`src/rtl/ifft_pkg.sv`:
```
// rtl/ifft_pkg.sv - shared states, twiddles and transform size for the 4-point inverse FFT
package ifft_pkg;

  localparam int N = 4;

  // Inverse twiddles as packed {real, imag}, Q1.7 per component
  localparam logic [15:0] TW_W0 = 16'h7F00;
  localparam logic [15:0] TW_WJ = 16'h007F;

  typedef enum logic [1:0] {
    IDLE,
    STAGE1,
    STAGE2,
    DONE
  } state_t;

endpackage

```
`src/rtl/ifft4_butterfly.sv`:
```
// rtl/ifft4_butterfly.sv - radix-2 complex butterfly: plus = a + w*b, minus = a - w*b, wrapping per component
module ifft4_butterfly #(
  parameter int WIDTH = 16
) (
  input  logic [WIDTH-1:0] a,
  input  logic [WIDTH-1:0] b,
  input  logic [WIDTH-1:0] w,
  output logic [WIDTH-1:0] plus,
  output logic [WIDTH-1:0] minus
);

  localparam int H = WIDTH / 2;

  // Components are widened so the products and their sum never overflow
  logic signed [2*H:0] ar, ai, br, bi, wr, wi;
  logic signed [2*H:0] pr, pi;
  logic signed [2*H:0] tr, ti;

  function automatic logic [2*H:0] sext(input logic [H-1:0] v);
    return {{(H+1){v[H-1]}}, v};
  endfunction

  // Complex multiply, truncating shift back to Q1.(H-1), then add/subtract modulo 2^H
  always_comb begin
    ar = sext(a[WIDTH-1:H]);
    ai = sext(a[H-1:0]);
    br = sext(b[WIDTH-1:H]);
    bi = sext(b[H-1:0]);
    wr = sext(w[WIDTH-1:H]);
    wi = sext(w[H-1:0]);
    pr = wr * br - wi * bi;
    pi = wr * bi + wi * br;
    tr = pr >>> (H - 1);
    ti = pi >>> (H - 1);
    plus  = {H'(ar + tr), H'(ai + ti)};
    minus = {H'(ar - tr), H'(ai - ti)};
  end

endmodule

```
`src/rtl/ifft4.sv`:
```
// rtl/ifft4.sv - 4-point inverse FFT, two butterfly stages, 3-cycle latency; IFFT4_SCALE_EN enables 1/N output scaling
module ifft4
  import ifft_pkg::*;
#(
  parameter int WIDTH = 16
) (
  input  logic               clk,
  input  logic               reset,
  input  logic               start,
  input  logic [N*WIDTH-1:0] in,
  output logic [N*WIDTH-1:0] out,
  output logic               done
);

  localparam int H = WIDTH / 2;

  state_t state, state_nxt;
  logic capture;

  // Operands: X[0..3] after capture, then {p1, m1, p2, m2} after STAGE1
  logic [WIDTH-1:0] d [N];
  logic [N*WIDTH-1:0] out_q;

  logic [WIDTH-1:0] tw_w0, tw_b;
  logic [WIDTH-1:0] bf1_plus, bf1_minus, bf2_plus, bf2_minus;

  assign tw_w0 = WIDTH'(TW_W0);
  assign tw_b  = (state == STAGE2) ? WIDTH'(TW_WJ) : WIDTH'(TW_W0);

  ifft4_butterfly #(.WIDTH(WIDTH)) u_bf1 (
    .a     (d[0]),
    .b     (d[2]),
    .w     (tw_w0),
    .plus  (bf1_plus),
    .minus (bf1_minus)
  );

  ifft4_butterfly #(.WIDTH(WIDTH)) u_bf2 (
    .a     (d[1]),
    .b     (d[3]),
    .w     (tw_b),
    .plus  (bf2_plus),
    .minus (bf2_minus)
  );

`ifdef IFFT4_SCALE_EN
  function automatic logic [WIDTH-1:0] post(input logic [WIDTH-1:0] s);
    logic signed [H-1:0] re, im;
    re = s[WIDTH-1:H];
    im = s[H-1:0];
    return {re >>> 2, im >>> 2};
  endfunction
`else
  function automatic logic [WIDTH-1:0] post(input logic [WIDTH-1:0] s);
    return s;
  endfunction
`endif

  // State register
  always_ff @(posedge clk or negedge reset) begin
    if (!reset) state <= IDLE;
    else        state <= state_nxt;
  end

  // Next state, capture strobe and gated outputs
  always_comb begin
    state_nxt = state;
    capture   = 1'b0;
    done      = 1'b0;
    out       = '0;
    case (state)
      IDLE: begin
        if (start) begin
          capture   = 1'b1;
          state_nxt = STAGE1;
        end
      end
      STAGE1: state_nxt = STAGE2;
      STAGE2: state_nxt = DONE;
      DONE: begin
        done = 1'b1;
        out  = out_q;
        if (start) begin
          capture   = 1'b1;
          state_nxt = STAGE1;
        end
      end
      default: state_nxt = IDLE;
    endcase
  end

  // Operand registers: load inputs on capture, first-stage results after STAGE1
  always_ff @(posedge clk or negedge reset) begin
    if (!reset) begin
      for (int k = 0; k < N; k++) d[k] <= '0;
    end else if (capture) begin
      for (int k = 0; k < N; k++) d[k] <= in[k*WIDTH +: WIDTH];
    end else if (state == STAGE1) begin
      d[0] <= bf1_plus;
      d[1] <= bf1_minus;
      d[2] <= bf2_plus;
      d[3] <= bf2_minus;
    end
  end

  // Result register in output order bf1+, bf2+, bf1-, bf2-
  always_ff @(posedge clk or negedge reset) begin
    if (!reset)                out_q <= '0;
    else if (state == STAGE2)  out_q <= {post(bf2_minus), post(bf1_minus), post(bf2_plus), post(bf1_plus)};
  end

endmodule

```
`config.mk`:
```
export PLATFORM = sky130hd
export DESIGN_NAME = ifft4
export DESIGN_NICKNAME = d
export VERILOG_FILES = /design/src/rtl/ifft_pkg.sv /design/src/rtl/ifft4_butterfly.sv /design/src/rtl/ifft4.sv
export SDC_FILE = /design/constraint.sdc
export NUM_CORES = 1
export LEC_CHECK = 0
export BUFFER_PORTS_ARGS = -buffer_cell sky130_fd_sc_hd__buf_4
export CAP_MARGIN = 20
export CORE_MARGIN = 2
export CORE_UTILIZATION = 46
export DETAILED_ROUTE_END_ITERATION = 12
export GPL_TIMING_DRIVEN = 0
export PLACE_DENSITY = 0.62
export SLEW_MARGIN = 20
export SYNTH_ARGS = -nofsm -noshare
export SYNTH_HDL_FRONTEND = slang
export SYNTH_SLANG_ARGS = --single-unit
```
`constraint.sdc`:
```
create_clock -name clk -period 8.2 [get_ports clk]
set_clock_uncertainty 0.2 [all_clocks]
set_input_delay 0.41 -clock clk [delete_from_list [all_inputs] [get_ports clk]]
set_output_delay 0.41 -clock clk [all_outputs]
set_load 0.02 [all_outputs]
```
-- Word level (Yosys, flattened, before mapping)
Index checks and enable logic that the tools add are counted.
- output and inout bits: 65
- bits in registers: 130
- logic and storage cells: 38
- equal/unequal tests: 4
- $add $sub $neg: 10
- multipliers: 6
- mux-type cells: 9
- reduce and logical (&&, ||, !) cells: 3
- operators with widths (cell ; count):
    2-to-1 mux 64 bit ; 3
    multiplier 8 x 8 -> 15 bit ; 4
    adder 8 bit ; 4
    subtractor 8 bit ; 4
    multiplier 8 x 8 -> 15 bit (first input constant) ; 2
    adder 15 bit ; 1
    2-to-1 mux 15 bit ; 1
    subtractor 15 bit ; 1
    case mux 2 bit (3 select lines) ; 1
    == test 2 bit (second input constant) ; 2
    2-to-1 mux 1 bit ; 3
    == test 2 x 1 -> 1 bit (second input constant) ; 1
    zero test 2 bit ; 1
    2-to-1 mux 2 bit ; 1
    != test 2 x 1 -> 1 bit (second input constant) ; 1
    nonzero test 2 bit ; 1
    OR reduction 2 bit ; 1

-- Longest topological paths before layout
- word-level depth: 7
- depth in mapped cells: 34

-- Hierarchy
A second synthesis with hierarchy kept.
- cell total of the unflattened synthesis: 2866
- area, all modules: 27690.3 µm²
- modules (own cells, without submodules) (module ; seq. area each (µm²) ; instances ; area an instance (µm²) ; cells an instance):
    ifft4_butterfly at u_bf2 ; 0.0 ; 1 ; 10621.4 ; 1181
    ifft4_butterfly at u_bf1 ; 0.0 ; 1 ; 10598.9 ; 1181
    ifft4 ; 3253.1 ; 1 ; 6470.0 ; 504

-- Worst setup path after synthesis
OpenSTA, ideal clock, no wires.
- kind: register to register
- from: reg state[0]
- to: reg out_q[63]
- data required time: 7.875 ns
- arrival: 7.400 ns
- period minus slack after synthesis: 7.725 ns
- cell stages (with the launch flop): 31
- setup slack: 0.475 ns
- path through: dfrtp_1 inv_1 ha_1 clkbuf_1 clkbuf_1 nand2b_1 inv_1 fa_1 inv_1 fa_1 inv_1 fa_1 fa_1 fa_1 inv_1 fa_1 inv_1 ha_1 o21a_1 o21a_1 a21oi_1 nor2b_1 nor2_1 xnor2_1 ha_1 clkbuf_1 o311a_1 o21ba_2 o21ba_2 xnor2_1 mux2_2
- cells in the longest elaborated chain, start to end: 5
- elaborated cells between the ends (all ways): 6
- RTL lines (item ; RTL line ; RTL):
    start, declared ; ifft4.sv:17 ; state_t state, state_nxt;
    start signal, assigned ; ifft4.sv:62 ; else state <= state_nxt;
    == test 2 bit * ; ifft4.sv:28, ifft4.sv:109 ;
    2-to-1 mux 15 bit ; ifft4.sv:28 ; assign tw_b = (state == STAGE2) ? WIDTH'(TW_WJ) : WIDTH'(TW_W0);
    multiplier 8 x 8 -> 15 bit ; ifft4_butterfly.sv:31 ; pr = wr * br - wi * bi;
    subtractor 15 bit ; ifft4_butterfly.sv:31 ;
    subtractor 8 bit ; ifft4_butterfly.sv:36 ; minus = {H'(ar - tr), H'(ai - ti)};
    end signal, assigned ; ifft4.sv:109 ; else if (state == STAGE2) out_q <= {post(bf2_minus), post(bf1_minus), post(bf2_plus), post(bf1_plus)};
    end, declared ; ifft4.sv:22 ; logic [N*WIDTH-1:0] out_q;
Mark *: on every way between the ends. The rest lies on a longest branch, timed or not.
A chain may end at the register's enable or synchronous reset.

-- Worst setup path after layout
- from: reg state[0]
- to: reg out_q[55]
- cells in the longest elaborated chain, start to end: 5
- elaborated cells between the ends (all ways): 6
- RTL lines (item ; RTL line ; RTL):
    == test 2 bit * ; ifft4.sv:28, ifft4.sv:109 ;
    2-to-1 mux 15 bit ; ifft4.sv:28 ;
    multiplier 8 x 8 -> 15 bit ; ifft4_butterfly.sv:32 ; pi = wr * bi + wi * br;
    adder 15 bit ; ifft4_butterfly.sv:32 ;
    subtractor 8 bit ; ifft4_butterfly.sv:36 ;
Marks and branches as above.

==> results.yml <==
place:
  dpl.hpwl_mm: 34.5
  dp_cells: 2282
  post_dp_cell_area_um2: 17300
  gp_congestion: 0.869
  port_buffers: 131
clock_network:
  cts_num_sinks: 126
  cts_tree: "yes"
  worstSkewPairLatency_ns: 0.43
  htreeDepth: 4
  cts-root-buf: "clkbuf_16"
  path_clk_slew_ns: 0.06
  clk_path_buf_depth: 2
  cts_buffers: 17
sta:
  fmax_ghz: 0.127
  slew_headroom: 0.277
  setup_viol: 0
  timing.final.crit_period_ns: 7.90
  worst_pin_slew_ns: 1.08
  fin_crit_sh: 0.963
  whs_ns: 0.00876
  finalHoldViolations: 0
  final_max_slew_viol_count: 0
setup_path:
  cpMostUsedCell: "inv_1"
  crit_type: "flop to flop"
  cp-end-kind: "flop"
  worst-endpoint-required_ns: 8.31
  critPathLaunchType: "flop"
  critPathMaxFanout: 10
  arrival_ns: 8.01
  critPathMaxStageDelay_ns: 0.54
  slowest_stage: "fa_1"
detailed_routing:
  drt_wl_total_mm: 42.2
  wire_per_inst_um: 18.0
  antenna_left: 0
  drt-pass1-iter-count: 7
  drtIter0Drc: 574
  via_per_inst: 5.09
  drcViolationCount: 0
  via_count: 11925
die:
  dieArea_um2: 35800
  core_um2: 33600
  dieHeight_um: 189
  start_util: 0.469
  die-width_um: 189
  io_pins: 132
  rows: 67
cells_and_area:
  final_layout_size_suffix_gt1_frac: 0.134
  stdcell_count: 2344
  nets: 2346
  n_antenna_cell: 0
  design_area_um2: 18500
  area_delta_synth_final_pct: 17.1
  fillers: 3098
yosys:
  synth.net_count: 2165
  ys_warn_count: 0
  synthesis.area_um2: 15800
  ys_types: 57
  syn_avg_cell_area_um2: 9.26
  async_reset_ff_frac: 1.00
  synth_top_area_frac: 0.200
  synth_edf_count: 0
  synthTopCellsByArea: "dfrtp_1 20%, fa_1 19%, ha_1 19%"
  yosysTopAreaCell: "dfrtp_1"
  ys.flop_type: "dfrtp_1"
  ys_seq_area_frac: 0.200
  synth_cells: 1702
  ys_ff_latch: 126
run:
  cap_violations: 0
global_route:
  grt_remaining_overflow: 0
  grt_pass1_wl_mm: 67.2
  grt_pass1_vias: 12540
  gr-usage-all-layers: 0.245
  antenna_found_initial: 0
  grt_max_degree: 75
min_path:
  hold_path_class: "input pin to flop"
outcome:
  status: "finished, final reports clean"
[path summary, 6_finish.rpt]
kind / from / cells after the start / slack (ns) / endpoint
worst max-delay path: state[0] / 29 / 0.30 / out_q[55]
worst min-delay path: in[26] / 3 / 0.009 / d[42]
worst max register to register: state[0] / 29 / 0.30 / out_q[55]
worst min register to register: out_q[55] / 1 / 0.30 / out_q[55]
max in group asynchronous: reset / 3 / 6.79 / d[37]
min in group asynchronous: reset / 2 / 0.29 / d[24]
[layout by cell type (no fill, tap or decap), drive strengths merged, types with 22 or more instances in the layout]
| master | netlist | routed |
|---|---|---|
| mux2 | 31 | 31 |
| fa | 153 | 153 |
| o21ai | 74 | 74 |
| dlygate4sd3 | 0 | 29 |
| dfrtp | 126 | 126 |
| clkbuf | 49 | 64 |
| nor2 | 97 | 97 |
| a21o | 28 | 28 |
| nand2 | 95 | 95 |
| and2 | 72 | 72 |
| a21oi | 105 | 105 |
| inv | 324 | 330 |
| xnor2 | 78 | 78 |
| ha | 243 | 243 |
| buf | 12 | 148 |
| xor2 | 35 | 35 |
| mux2i | 37 | 37 |
| nand2b | 22 | 22 |
[final cells by class]
cell class / instances / area, um2 / share of cell area
repair buffers: 165 / 1340 / 0.0726
plain buffers: 58 / 268 / 0.0145
multi-input cells: 1191 / 11300 / 0.612
well taps: 448 / 561 / 0.0304
flip-flops and latches: 126 / 3150 / 0.171
clock inverters: 14 / 179 / 0.00970
clock buffers: 18 / 439 / 0.0238
inverters: 324 / 1220 / 0.0659
[Yosys cell counts, types with 2 or more instances]
master	instances
or2_2	4
xor2_1	35
o21ba_2	2
nand3_1	8
ha_1	243
o21a_1	4
nor2b_1	16
o21ai_1	8
nor3_1	10
o21bai_1	12
nor3b_1	2
inv_1	323
o41ai_1	5
a211o_1	2
mux2_2	31
clkbuf_1	49
nand4_1	5
mux2i_1	37
a21oi_1	105
a211oi_1	7
buf_4	4
o211a_1	2
and2_1	72
o211ai_1	4
a21o_1	28
and3_1	10
o21ai_0	66
nor4_1	2
xnor2_1	76
a211oi_2	3
nand2b_1	22
nor2_1	97
dfrtp_1	126
buf_1	8
fa_1	153
xnor2_2	2
o311ai_0	5
nand2_1	95
[what timing repair did]
| item | CTS | global route |
|---|---|---|
| gates resized for setup | 21 | 28 |
| endpoints found under the setup margin | 38 | 25 |
| gates cloned | 0 | 0 |
| hold buffers | 29 | 0 |
| pin swaps | 1 | 8 |
| endpoints found under the hold margin | 80 | 0 |
| buffers inserted | 0 | 4 |
[worst max-delay path: cells and delay by family, from the launching register on]
family | cells | cell delay, ns
AOI/OAI and AO/OA | 5 | 1.01
xor gates and xnor gates | 2 | 0.42
adders and majority gates | 9 | 3.69
buffers and inverters | 9 | 1.11
DFF | 1 | 0.40
muxes | 1 | 0.27
and+or+nand+nor | 3 | 0.67
[stage by stage]
step,setup slack (ns),TNS (ns),utilization
3_3_place_gp,-0.873,-15.32,0.515
4_1_cts,0.0139,0,0.545
6_report,0.304,0,0.549
5_1_grt,-0.0209,-0.0292,0.549
3_5_place_dp,-0.875,-14.65,0.516
2_1_floorplan,0.475,0,-
[logic make-up after synthesis]
kind of cell	synth area share
buf+inv	0.0926
mux	0.0456
xor+xnor	0.0652
fa+ha+maj	0.387
compound gates	0.101
simple gates	0.109
flops	0.200
[per-layer routing]
layer	global-route usage	vias up	share of wire
li1	-	5768	-
met1	0.322	5811	0.44
met2	0.414	281	0.48
met3	0.0356	65	0.052
met4	0.0862	0	0.031
met5	0	-	0
[sequential cells by signal (all words and copies together), names as in the netlist]
signal / flops
d: 64
out_q: 60
state: 2
Power is not shown: default switching activity piles up to over one toggle a cycle in this logic, so the estimate is an artifact.
